[src/rtl/reg_interface_pkg.sv]
// Shared types and constants for the host register interface.
//   - register numbers for the host-visible map
//   - STATUS bit positions
//   - request FSM state encoding
//   - byte/word types and a big-endian byte picker
package reg_interface_pkg;

  typedef logic [7:0]  byte_t;
  typedef logic [15:0] word_t;

  localparam logic [3:0] XR_WR_ADDR  = 4'd0;
  localparam logic [3:0] XR_WR_INCR  = 4'd1;
  localparam logic [3:0] XR_RD_ADDR  = 4'd2;
  localparam logic [3:0] XR_RD_INCR  = 4'd3;
  localparam logic [3:0] XR_DATA     = 4'd4;
  localparam logic [3:0] XR_STATUS   = 4'd5;
  localparam logic [3:0] XR_SCRATCH0 = 4'd6;

  localparam int NUM_SCRATCH = 10;

  localparam int ST_BUSY    = 15;
  localparam int ST_OVERRUN = 14;

  typedef enum logic [1:0] {
    IDLE   = 2'd0,
    WR_REQ = 2'd1,
    RD_REQ = 2'd2
  } reg_state_t;

  // Even byte is the MSB.
  function automatic byte_t pick_byte(input word_t w, input logic odd);
    return odd ? w[7:0] : w[15:8];
  endfunction

endpackage

[src/rtl/reg_interface.sv]
// Host register interface: assembles byte writes into 16-bit registers,
// drives the registered read-back byte and runs VRAM request/ack
// handshakes for data-port writes and prefetching reads.
// Ports:
//   clk, reset_n_i              clock, async active-low reset
//   write_strobe_i/read_strobe_i single-cycle host strobes
//   reg_num_i, bytesel_i         register number, 0 = even (MSB), 1 = odd
//   bytedata_i                   written byte
//   rd_byte_o                    registered read-back byte
//   vram_sel_o/wr_o/addr_o/data_o VRAM request, held until vram_ack_i
//   vram_ack_i, vram_data_i      completion pulse and read data
module reg_interface
  import reg_interface_pkg::*;
#(
  parameter int          VRAM_AW    = 16,
  parameter logic [15:0] RESET_INCR = 16'h0001
) (
  input  logic               clk,
  input  logic               reset_n_i,
  input  logic               write_strobe_i,
  input  logic               read_strobe_i,
  input  logic [3:0]         reg_num_i,
  input  logic               bytesel_i,
  input  logic [7:0]         bytedata_i,
  output logic [7:0]         rd_byte_o,
  output logic               vram_sel_o,
  output logic               vram_wr_o,
  output logic [VRAM_AW-1:0] vram_addr_o,
  output logic [15:0]        vram_data_o,
  input  logic               vram_ack_i,
  input  logic [15:0]        vram_data_i
);

  // Address arithmetic wraps at 2^VRAM_AW.
  localparam word_t AMASK = word_t'((32'h1 << VRAM_AW) - 1);

  reg_state_t state_q, state_d;
  byte_t      hold_q, hold_d;
  word_t      wr_addr_q, wr_addr_d, wr_incr_q, wr_incr_d;
  word_t      rd_addr_q, rd_addr_d, rd_incr_q, rd_incr_d;
  word_t      scratch_q [NUM_SCRATCH];
  word_t      scratch_d [NUM_SCRATCH];
  logic       overrun_q, overrun_d;
  // Pending slots hold requests not yet handed to the VRAM port; the
  // in-flight request lives in the vram_* output registers.
  logic       wr_pend_q, wr_pend_d, rd_pend_q, rd_pend_d;
  word_t      wr_pend_addr_q, wr_pend_addr_d, wr_pend_data_q, wr_pend_data_d;
  word_t      rd_pend_addr_q, rd_pend_addr_d;
  word_t      rd_buf_q, rd_buf_d;
  logic       sel_q, sel_d, wr_q, wr_d;
  logic [VRAM_AW-1:0] addr_q, addr_d;
  word_t      data_q, data_d;
  byte_t      rd_byte_q, rd_byte_d;

  logic       wcommit, rdata, busy;
  word_t      word_w, rd_next, rv;
  logic [3:0] sidx;

  assign word_w  = {hold_q, bytedata_i};
  assign wcommit = write_strobe_i & bytesel_i;
  // A write strobe in the same cycle takes priority over a read.
  assign rdata   = read_strobe_i & ~write_strobe_i & bytesel_i & (reg_num_i == XR_DATA);
  assign rd_next = (rd_addr_q + rd_incr_q) & AMASK;
  assign sidx    = reg_num_i - XR_SCRATCH0;
  assign busy    = wr_pend_q | rd_pend_q | (state_q != IDLE);

  always_comb begin
    state_d        = state_q;
    hold_d         = hold_q;
    wr_addr_d      = wr_addr_q;
    wr_incr_d      = wr_incr_q;
    rd_addr_d      = rd_addr_q;
    rd_incr_d      = rd_incr_q;
    scratch_d      = scratch_q;
    overrun_d      = overrun_q;
    wr_pend_d      = wr_pend_q;
    wr_pend_addr_d = wr_pend_addr_q;
    wr_pend_data_d = wr_pend_data_q;
    rd_pend_d      = rd_pend_q;
    rd_pend_addr_d = rd_pend_addr_q;
    rd_buf_d       = rd_buf_q;
    sel_d          = sel_q;
    wr_d           = wr_q;
    addr_d         = addr_q;
    data_d         = data_q;

    if (write_strobe_i && !bytesel_i) hold_d = bytedata_i;

    if (wcommit) begin
      case (reg_num_i)
        XR_WR_ADDR: wr_addr_d = word_w;
        XR_WR_INCR: wr_incr_d = word_w;
        XR_RD_ADDR: begin
          rd_addr_d      = word_w;
          rd_pend_d      = 1'b1;
          rd_pend_addr_d = word_w;
        end
        XR_RD_INCR: rd_incr_d = word_w;
        XR_DATA: begin
          // Replacing a write that never reached the port loses it.
          if (wr_pend_q) overrun_d = 1'b1;
          wr_pend_d      = 1'b1;
          wr_pend_addr_d = wr_addr_q;
          wr_pend_data_d = word_w;
          wr_addr_d      = (wr_addr_q + wr_incr_q) & AMASK;
        end
        XR_STATUS: overrun_d = 1'b0;
        default:   scratch_d[sidx] = word_w;
      endcase
    end

    if (rdata) begin
      rd_addr_d      = rd_next;
      rd_pend_d      = 1'b1;
      rd_pend_addr_d = rd_next;
    end

    // IDLE looks at the post-load pending state so a commit this cycle
    // raises sel on the very next edge.
    case (state_q)
      IDLE: begin
        if (wr_pend_d) begin
          state_d   = WR_REQ;
          sel_d     = 1'b1;
          wr_d      = 1'b1;
          addr_d    = wr_pend_addr_d[VRAM_AW-1:0];
          data_d    = wr_pend_data_d;
          wr_pend_d = 1'b0;
        end else if (rd_pend_d) begin
          state_d   = RD_REQ;
          sel_d     = 1'b1;
          wr_d      = 1'b0;
          addr_d    = rd_pend_addr_d[VRAM_AW-1:0];
          rd_pend_d = 1'b0;
        end
      end
      WR_REQ, RD_REQ: begin
        if (vram_ack_i) begin
          state_d = IDLE;
          sel_d   = 1'b0;
          if (state_q == RD_REQ) rd_buf_d = vram_data_i;
        end
      end
      default: begin
        state_d = IDLE;
        sel_d   = 1'b0;
      end
    endcase
  end

  // Read-back mux, registered every cycle.
  always_comb begin
    rv = '0;
    case (reg_num_i)
      XR_WR_ADDR: rv = wr_addr_q;
      XR_WR_INCR: rv = wr_incr_q;
      XR_RD_ADDR: rv = rd_addr_q;
      XR_RD_INCR: rv = rd_incr_q;
      XR_DATA:    rv = rd_buf_q;
      XR_STATUS:  rv = {busy, overrun_q, 14'b0};
      default:    rv = scratch_q[sidx];
    endcase
    rd_byte_d = pick_byte(rv, bytesel_i);
  end

  always_ff @(posedge clk or negedge reset_n_i) begin
    if (!reset_n_i) begin
      state_q        <= IDLE;
      hold_q         <= '0;
      wr_addr_q      <= '0;
      wr_incr_q      <= RESET_INCR;
      rd_addr_q      <= '0;
      rd_incr_q      <= RESET_INCR;
      for (int i = 0; i < NUM_SCRATCH; i++) scratch_q[i] <= '0;
      overrun_q      <= 1'b0;
      wr_pend_q      <= 1'b0;
      wr_pend_addr_q <= '0;
      wr_pend_data_q <= '0;
      rd_pend_q      <= 1'b0;
      rd_pend_addr_q <= '0;
      rd_buf_q       <= '0;
      sel_q          <= 1'b0;
      wr_q           <= 1'b0;
      addr_q         <= '0;
      data_q         <= '0;
      rd_byte_q      <= '0;
    end else begin
      state_q        <= state_d;
      hold_q         <= hold_d;
      wr_addr_q      <= wr_addr_d;
      wr_incr_q      <= wr_incr_d;
      rd_addr_q      <= rd_addr_d;
      rd_incr_q      <= rd_incr_d;
      scratch_q      <= scratch_d;
      overrun_q      <= overrun_d;
      wr_pend_q      <= wr_pend_d;
      wr_pend_addr_q <= wr_pend_addr_d;
      wr_pend_data_q <= wr_pend_data_d;
      rd_pend_q      <= rd_pend_d;
      rd_pend_addr_q <= rd_pend_addr_d;
      rd_buf_q       <= rd_buf_d;
      sel_q          <= sel_d;
      wr_q           <= wr_d;
      addr_q         <= addr_d;
      data_q         <= data_d;
      rd_byte_q      <= rd_byte_d;
    end
  end

  assign rd_byte_o   = rd_byte_q;
  assign vram_sel_o  = sel_q;
  assign vram_wr_o   = wr_q;
  assign vram_addr_o = addr_q;
  assign vram_data_o = data_q;

endmodule

[config.mk]
export PLATFORM = sky130hd
export DESIGN_NAME = reg_interface
export DESIGN_NICKNAME = d
export VERILOG_FILES = /design/src/rtl/reg_interface_pkg.sv /design/src/rtl/reg_interface.sv
export SDC_FILE = /design/constraint.sdc
export NUM_CORES = 1
export LEC_CHECK = 0
export BUFFER_PORTS_ARGS = -buffer_cell sky130_fd_sc_hd__buf_4
export CAP_MARGIN = 10
export CORE_MARGIN = 2
export CORE_UTILIZATION = 50
export DETAILED_ROUTE_END_ITERATION = 10
export PLACE_DENSITY = 0.76
export REMOVE_ABC_BUFFERS = 1
export SKIP_CTS_REPAIR_TIMING = 1
export SYNTH_ARGS = -nofsm -noshare
export SYNTH_HDL_FRONTEND = slang
export SYNTH_SLANG_ARGS = --single-unit
[constraint.sdc]
create_clock -name clk -period 3.5 [get_ports clk]
set_input_delay 0.525 -clock clk [delete_from_list [all_inputs] [get_ports clk]]
set_output_delay 0.525 -clock clk [all_outputs]
set_load 0.03 [all_outputs]
== Yosys cells after proc, flatten, opt, wreduce, memory -nomap -nowiden ==
Cells that the tools add are included.
Storage, ports and cells
  flip-flop bits (word level): 343
  latch bits: 0
  memory bits (writable): 0
  ROM bits: 0
  input bits: 34
  output and inout bits: 42
  memories kept: 0
Operators by class
  add/subtract/negate cells: 3
  $mul: 0
  divide/modulo/power cells: 0
  order comparisons: 2
  eq/ne operators: 10
  shift operators: 0
  multiplexer cells: 41
  bitwise operators: 9
  reductions and logical operators: 23
Operators with widths (number)
  16-bit two-way mux: 15
  160-bit bitwise mux: 1
  16-bit case mux with 6 select lines: 1
  16-bit binary-select mux with 4-bit select: 1
  16-bit demux with 4-bit select: 1
  16-bit adder: 2
  16-bit case mux with 2 select lines: 1
  2-bit AND reduction: 8
  1-bit two-way mux: 14
  2-bit nonzero test: 6
  4-bit by 2-bit equality test with 1-bit output, second input constant: 2
  4-bit by 3-bit equality test with 1-bit output, second input constant: 2
  8-bit two-way mux: 1
  2-bit two-way mux: 3
  3-bit AND reduction: 2
  6-bit OR reduction: 1
  5-bit greater-or-equal comparator, second input constant: 1
  5-bit by 1-bit less-than comparator with 1-bit output, second input constant: 1
  4-bit NOT with 5-bit output: 1
  1-bit bitwise AND: 4
  4-bit by 1-bit equality test with 1-bit output, second input constant: 1
  4-bit zero test: 1
  2-bit inequality test, second input constant: 2
  1-bit case mux with 2 select lines: 2
  11 further kinds: 14

== Longest topological paths before layout ==
Gate-level depths: netlist of run 1.
  word-level depth: 8
  mapped depth: 11
  depth with buffers taken out: 9

== Worst setup path before layout of run 1 ==
No wires, ideal clock.
  path kind: register to register
  start point: register rd_addr_q[0]
  end point: register addr_q[14], in the netlist vram_addr_o[14]
  data arrival time: 2436 ps
  slack: 924 ps
  stages on the path, launching flop included: 10
  buffers on the path: 0
  period minus slack after synthesis: 2576 ps
  cell sequence: dfrtp_1 > ha_1 > fa_1 > a21oi_1 > o211a_1 > nor4_1 > nor3_1 > mux2_2 > a221oi_1 > a21oi_1
Between the ends
  cells in the longest elaborated chain, start to end: 4
RTL lines
  start: declaration: line reg_interface.sv:40  | word_t rd_addr_q, rd_addr_d, rd_incr_q, rd_incr_d;
  start signal: assignment: line reg_interface.sv:192  | rd_addr_q <= rd_addr_d;
  16-bit adder: line reg_interface.sv:63  | assign rd_next = (rd_addr_q + rd_incr_q) & AMASK;
  16-bit two-way mux: line reg_interface.sv:112  | if (rdata) begin
  16-bit two-way mux: line reg_interface.sv:129  | end else if (rd_pend_d) begin
  16-bit two-way mux: line reg_interface.sv:122  | if (wr_pend_d) begin
  end signal: assignment: line reg_interface.sv:204  | addr_q <= addr_d;
  end: declaration: line reg_interface.sv:51  | logic [VRAM_AW-1:0] addr_q, addr_d;
No other way between the ends. The select of a mux whose other input is x is not followed.
A chain may end at the register's enable or synchronous reset.

== Final worst setup path of run 1 ==
  start point: register rd_incr_q[0]
  end point: register rd_pend_addr_q[14]
Between the ends
  cells in the longest elaborated chain, start to end: 2
RTL lines
  start: declaration: line reg_interface.sv:40
  start signal: assignment: line reg_interface.sv:193  | rd_incr_q <= rd_incr_d;
  16-bit adder: line reg_interface.sv:63
  16-bit two-way mux: line reg_interface.sv:112
  named net rd_pend_addr_d[14]: line reg_interface.sv:48  | word_t rd_pend_addr_q, rd_pend_addr_d;
  end signal: assignment: line reg_interface.sv:200  | rd_pend_addr_q <= rd_pend_addr_d;
  end: declaration: line reg_interface.sv:48
The timed path passes the listed nets, and every way through them passes these cells.

==> impl_results.md, run 1 <==
- Pre-CTS WS: around 0.44 ns
- DRT antenna net count: 0
- Vias in the first global route: 11855
- Most frequent cells in the layout: dfrtp_1 (341), mux2_2 (265), nand2_1 (134)
- TritonCTS clock tree: built
- Post-synthesis to final-layout area growth: 13.8%
- R2r setup slk: ~0.42 ns
- Most common cell after layout, fill and taps aside: dfrtp_1
- Total Routing Usage GR: 0.259
- Boundary pin count: 76
- Peak VDD IR: 449 uV
- Final hold violation count: 0
- DRC: 0
- Starting Density: 0.507
- Synth unique cells: 74
- Reg2Reg Depth: 9
- Status: finished clean
- Max stage delay on crit path: roughly 0.55 ns
- Measured slew at the worst slew-check pin: approximately 1.1 ns
- Buf/Inv on CP: 0
- Critical path's top delay family: compound AO/OA/AOI/OAI gates
- Arr. time, crit path: roughly 3.4 ns
- Cell area power density: ~680 nW/um^2
- Worst Skew: ~0.013 ns
- Max-cap violations: 0
- Synth Flop Type: dfrtp_1
- Fmax: 325 MHz
- Total wire length after detailed routing: between 40000 and 50000 um
- First-pass GRT wire length: between 60000 and 70000 um
- Register area share after synthesis: 0.521
- Ys async rst share: 1.00
- Tightest Hold Check Type: input port to async pin
- Final Cell Area: about 19000 sq um
- Reg2reg end: rd_pend_addr_q[14]$_DFF_PN0_
- DR WL/cell: between 20 and 25 um
- Nature of the critical path startpoint: register
- Iter 0 DRT Violations: between 1000 and 1500
- Stages on worst setup path: 9
- Placer Congestion: 0.958
- Die Width: roughly 190 um
- Lkg Pwr: ~8.8 nW
- RSZ-0062 raised after global routing: no
- Worst reg2reg startpoint: rd_incr_q[0]$_DFFE_PN1P_
- First-pass DRT Iterations: 6
- Total CTS buffers: 37
- Antenna diodes: 0
- Cell area after synthesis: about 16000 sq um
- Post-synth EDFFs: 0
- Slew Viols, Final: 0
- DIE AREA: 34400 sq um
- Worst setup EP type: register
- Core ar.: between 30000 and 40000 sq um
- Worst setup margin: about 0.42 ns
- Synthesis Warnings: 0
- Largest net degree at the start of global routing: 96
- IO buf count: 75
- Total number of vias: between 10000 and 15000
- Max-slew headroom: 0.237
- Crit-path cells: ha_1 > fa_1 > a21oi_1 > o211a_1 > nor4_1 > nor3_1 > mux2_2 > a221oi_1 > nand2_1
- Die extent in y: approximately 190 um
- H-tree levels: 2
- CTS Root Cell: clkbuf_16
- Placed Area: about 18000 sq um
- Maximum clock path buffer count: 3
- Grt total ovfl: 0
- Final setup fails: 0
- Critical path type: register to register
- Final net count: approximately 1500
- Cells after synthesis: approximately 1400
- Hpwl dp: about 29000 um
- Synth Area per Inst: approximately 12 sq um
- Share of post-route cells with drive strength above 1: 0.324
- Worst-skew pair later-pin latency: ~0.52 ns
- Seq cells post-synth: 343
- Fin crit share: 0.879
- CTS Sinks: between 300 and 400
- Power, Total: ~13 mW
- Critical-path top delay cell: dfstp_2
- FP Rows: 66
- Clock transition at path regs: ~0.060 ns
- Worst Path Max Fanout: 3
- Vias/cell: approximately 6.2
- Req. time, crit path: between 3 and 4 ns
- Final min period: between 3 and 4 ns
- Antenna violations before repair: 0
## layer usage
metal	up-vias	routed length [um]	GRT usage	part of all wire
met3	99	3210	0.0378	0.074
met4	0	1560	0.0970	0.036
met1	5979	18500	0.360	0.42
met2	464	20400	0.414	0.47
li1	5199	-	-	-
met5	-	0	0	0
## worst max path at each step
stage / slack [ns] / from / endpoint
5_1_grt: 0.25 / rd_incr_q[0]$_DFFE_PN1P_ / vram_addr_o[14]$_DFFE_PN0P_
3_5_place_dp: 0.44 / reg_num_i[1] / vram_addr_o[15]$_DFFE_PN0P_
3_3_place_gp: 0.49 / reg_num_i[1] / vram_addr_o[15]$_DFFE_PN0P_
6_report: 0.42 / rd_incr_q[0]$_DFFE_PN1P_ / rd_pend_addr_q[14]$_DFF_PN0_
4_1_cts: 0.47 / rd_incr_q[0]$_DFFE_PN1P_ / vram_addr_o[14]$_DFFE_PN0P_
2_1_floorplan: -0.05 / reg_num_i[0] / vram_addr_o[8]$_DFFE_PN0P_
## cells by family (layout without fill, tap and decap cells)
kind of cell,after synthesis,in the layout,synth area share
and+or+nand+nor,274,274,0.0786
muxes,304,304,0.217
adders and majority gates,35,35,0.0275
DFF,343,343,0.521
buffers and inverters,100,188,0.0244
AOI/OAI and AO/OA,305,305,0.122
xor gates and xnor gates,18,18,0.00956
## where the power goes
| group | total [mW] | leakage, nW | switching, mW | internal [mW] |
|---|---|---|---|---|
| Combinational | 3.28 | 3.81 | 1.73 | 1.55 |
| Clock | 3.72 | 0.567 | 1.59 | 2.13 |
| Sequential | 5.68 | 4.45 | 0.741 | 4.94 |
## synth_stat cells (all sizes together) (3+ instances only)
library cell | instances | area, sq um
inv | 9 | 33.8
nor2b | 10 | 62.6
o211ai | 7 | 52.6
or3 | 7 | 48.8
a211oi | 5 | 37.5
dfrtp | 341 | 8530
a21oi | 61 | 305
mux2 | 265 | 2980
a31o | 3 | 26.3
a221o | 3 | 30.0
and3 | 7 | 43.8
a222oi | 8 | 80.1
and2 | 3 | 18.8
mux2i | 23 | 230
o21ai | 84 | 424
o22ai | 4 | 25.0
o31ai | 3 | 27.5
xnor2 | 11 | 96.3
a21o | 22 | 165
a22oi | 51 | 383
nand2b | 12 | 75.1
a31oi | 7 | 43.8
nor4b | 3 | 32.5
a22o | 18 | 158
nand4 | 10 | 62.6
or2 | 3 | 18.8
ha | 33 | 413
nand2 | 134 | 503
xor2 | 7 | 61.3
nor2 | 39 | 146
mux4 | 16 | 360
clkbuf | 66 | 248
buf | 25 | 121
o21a | 4 | 30.0
nand3 | 20 | 100
nor3 | 15 | 80.1
nor4 | 3 | 31.3
## registers in the layout (all words and copies together) (netlist names), 8 cells and up
name / count
rd_addr_q: 16
rd_buf_q: 16
rd_incr_q: 16
hold_q: 8
vram_data_o: 16
rd_byte_o: 8
wr_pend_addr_q: 16
vram_addr_o: 16
wr_incr_q: 16
wr_addr_q: 16
rd_pend_addr_q: 16
wr_pend_data_q: 16
scratch_q: 160
## metrics by stage
step	utilization	hold WS [ns]	setup TNS (ns)	instances
after CTS	0.576	0.0625	0	1909
after global placement	0.541	0.448	0	1844
final	0.576	0.0219	0	1909
after global routing	0.576	0.0790	0	1909
after floorplan	-	0.229	-0.111	1288
after detailed placement	0.541	0.463	0	1844
## cell type report
type | instances | area (sq um)
clock inverter | 13 | 85.1
clock buffer | 52 | 1060
fill | 2693 | 13800
tap | 442 | 553
multi-input combinational | 936 | 7550
sequential | 343 | 8590
timing repair buffer | 114 | 888
inverter | 9 | 33.8
## worst register-to-register path, stage by stage, from the launching register on
cell,delay (ns)
dfstp_2,0.55
ha_1,0.19
fa_1,0.24
a21oi_1,0.11
o211a_1,0.30
nor4_1,0.52
nor3_1,0.12
mux2_2,0.29
a221oi_1,0.48
nand2_1,0.12
Power figures use the tool's default switching activity.
==> inputs of run 2 (changes only) <==
ABC_AREA = 1   (was unset)
==> impl_results.md, run 2 <==
- Status: finished clean
- Largest net degree at the start of global routing: 74 (-23%)
- Core Util, Final: 0.575 (-0.00188)
- Worst setup margin: 1.03 ns (+0.607 ns)
- H-tree levels: 2 (unchanged)
- Total number of vias: 14672 (+25%)
- Reg2reg end: vram_addr_o[8]$_DFFE_PN0P_
- Final net count: 2171 (+44%)
- Dominant cell type by area after synthesis: dfrtp_1
- Arr. time, crit path: 2.89 ns (-0.55 ns)
- Register area share after synthesis: 0.518 (-0.00307)
- Slew Viols, Final: 0 (unchanged)
- DR WL/cell: 19.6 um (-14%)
- Top post-synthesis cells by area: dfrtp_1 (51%), nand2_1 (18%), o21ai_0 (8.2%)
- R2r setup slk: 1.13 ns (+0.71 ns)
- Synth Flop Type: dfrtp_1
- Tightest Hold Check Type: input port to register
- Seq cells post-synth: 343 (unchanged)
- Most frequent cells in the layout: nand2_1 (788), dfrtp_1 (341), o21ai_0 (273)
- Antenna diodes: 0 (unchanged)
- CTS Root Cell: clkbuf_16
- Synth unique cells: 46 (-38%)
- Number of flip-flops under the largest register name: 160 (unchanged)
- Worst Hold Launch: vram_data_i[14]
- Nature of the critical path startpoint: input port
- Critical path type: input port to register
- Cell area power density: 670 nW/um^2 (-0.87%)
- Die extent in y: 186 um (+0.29%)
- Placer Congestion: 0.937 (-2.3%)
- Req. time, crit path: 3.93 ns (+0.06 ns)
- Reg2Reg Depth: 11 (+2)
- Die Width: 186 um (+0.29%)
- TritonCTS clock tree: built
- Final Cell Area: 18700 sq um (about the same)
- IO buf count: 75 (unchanged)
- Total CTS buffers: 38 (+2.7%)
- Final std cells w/o fill: 2574 (+35%)
- Hold WS: 0.224 ns (+0.202 ns)
- Placed Area: 17500 sq um (-0.60%)
- Vias/cell: 5.70 (-7.3%)
- Max-cap violations: 0 (unchanged)
- Core ar.: 32600 sq um (+0.25%)
- DRC: 0 (unchanged)
- Worst setup EP type: register
- Clock transition at path regs: 0.06 ns (about the same)
- Vias in the first global route: 13699 (+16%)
- Worst hold stages: 2
- Worst Path Max Fanout: 35 (+32)
- Antenna violations before repair: 0 (unchanged)
- Ys async rst share: 1.00 (unchanged)
- Post-synthesis to final-layout area growth: 13.0%
- Worst Skew: 0.0274 ns (+0.0146 ns)
- Iter 0 DRT Violations: 1661 (+50%)
- Share of post-route cells with drive strength above 1: 0.104 (-0.220)
- Starting Density: 0.508 (+0.00171)
- Worst-skew pair later-pin latency: 0.54 ns (+0.02 ns)
- First-pass DRT Iterations: 6 (unchanged)
- DIE AREA: 34600 sq um (+0.58%)
- Synth Area per Inst: 8.04 sq um (-33%)
- CTS Sinks: 343 (unchanged)
- Pre-CTS WS: 0.562 ns (+0.122 ns)
- Final hold violation count: 0 (unchanged)
- FP Rows: 66 (unchanged)
- Cells after synthesis: 2063 (+50%)
- Synth cell count leaders: nand2_1 (788), dfrtp_1 (341), o21ai_0 (273)
- Measured slew at the worst slew-check pin: 0.999 ns (-0.147 ns)
- Lkg Pwr: 9.29 nW (+5.1%)
- RSZ-0062 raised after global routing: no
- Total Routing Usage GR: 0.297 (+0.0377)
- Top cell type's share of synthesized area: 0.515 (-0.00305)
- Worst reg2reg startpoint: rd_incr_q[0]$_DFFE_PN1P_
- Sink of the worst hold path: rd_buf_q[14]$_DFFE_PN0P_
- Total wire length after detailed routing: 50500 um (+16%)
- Peak VDD IR: 436 uV (-2.8%)
- Largest register by flop count: scratch_q
- Final min period: 2.47 ns (-0.607 ns)
- Grt total ovfl: 0 (unchanged)
- Maximum clock path buffer count: 3 (unchanged)
- First-pass GRT wire length: 78200 um (+14%)
- Cells after DPL: 2503 (+36%)
- Synthesis Warnings: 0 (unchanged)
- Post-synth EDFFs: 0 (unchanged)
- Final setup fails: 0 (unchanged)
- Max-slew headroom: 0.333 (+0.0961)
- Hpwl dp: 34200 um (+18%)
- Setup TNS: 0 ns (unchanged)
- DRT antenna net count: 0 (unchanged)
- Most common cell after layout, fill and taps aside: nand2_1
- Boundary pin count: 76 (unchanged)
- Fin crit share: 0.705 (-0.173)
- Most frequent cell after synthesis: nand2_1
- Fmax: 405 MHz (+25%)
- Power, Total: 12.6 mW (-0.94%)
- Cell area after synthesis: 16600 sq um (+0.59%)
[run 2: cell types whose count changed in the layout (fill, tap and decap cells not counted), moves of 23 or more]
cell	previous run	this run
nand2_1	134	788
mux2_2	265	15
o21ai_0	70	273
inv_1	9	124
nand3_1	20	77
a22oi_1	51	1
nand4_1	10	54
nor2_1	38	71
mux2i_1	23	0
[run 2: how the worst max path moves through the flow]
stage | from | to | slack [ns] | cells after the start
after floorplan | reg_num_i[1] | vram_sel_o$_DFFE_PN0P_ | 0.17 | 10
after global placement | reg_num_i[0] | rd_incr_q[3]$_DFFE_PN0P_ | 0.64 | 7
after detailed placement | reg_num_i[0] | rd_incr_q[7]$_DFFE_PN0P_ | 0.56 | 7
after CTS | reg_num_i[0] | rd_incr_q[7]$_DFFE_PN0P_ | 1.10 | 8
after global routing | reg_num_i[1] | scratch_q[13]$_DFFE_PN0P_ | 0.76 | 8
final | reg_num_i[0] | rd_incr_q[7]$_DFFE_PN0P_ | 1.03 | 8
[run 2: power breakdown]
part	internal (mW)	switching [mW]	total, mW
combinational	1.13	2.04	3.18
sequential	4.86	0.594	5.45
clock	2.24	1.69	3.93
[run 2: cells by family after synthesis]
kind of cell / Yosys count / synth area share
simple gates: 1020 / 0.252
compound gates: 391 / 0.125
xor+xnor: 15 / 0.00792
buf+inv: 244 / 0.0599
flops: 343 / 0.518
fa+ha+maj: 35 / 0.0273
mux: 15 / 0.0102
[run 2: final cells by class]
cell class | instances | area, sq um
Tap cell | 442 | 553
Clock buffer | 51 | 1070
Inverter | 134 | 503
Fill cell | 2862 | 13900
Timing Repair Buffer | 109 | 866
Multi-Input combinational cell | 1476 | 7010
Clock inverter | 19 | 159
Sequential cell | 343 | 8590
[run 2: routing by layer]
layer / global-route usage / up-vias / wire length (um)
li1: - / 6795 / -
met5: 0 / - / 0
met4: 0.111 / 0 / 1900
met1: 0.442 / 7061 / 22200
met2: 0.425 / 712 / 21300
met3: 0.0634 / 104 / 5070
[run 2: critical path: stages]
cell and delay, ns:
buf_4 0.14, nand2_1 0.12, inv_2 0.32, nand2_1 0.16, clkinv_1 0.47, nand2_1 0.89, nand2_1 0.13, o21ai_0 0.13
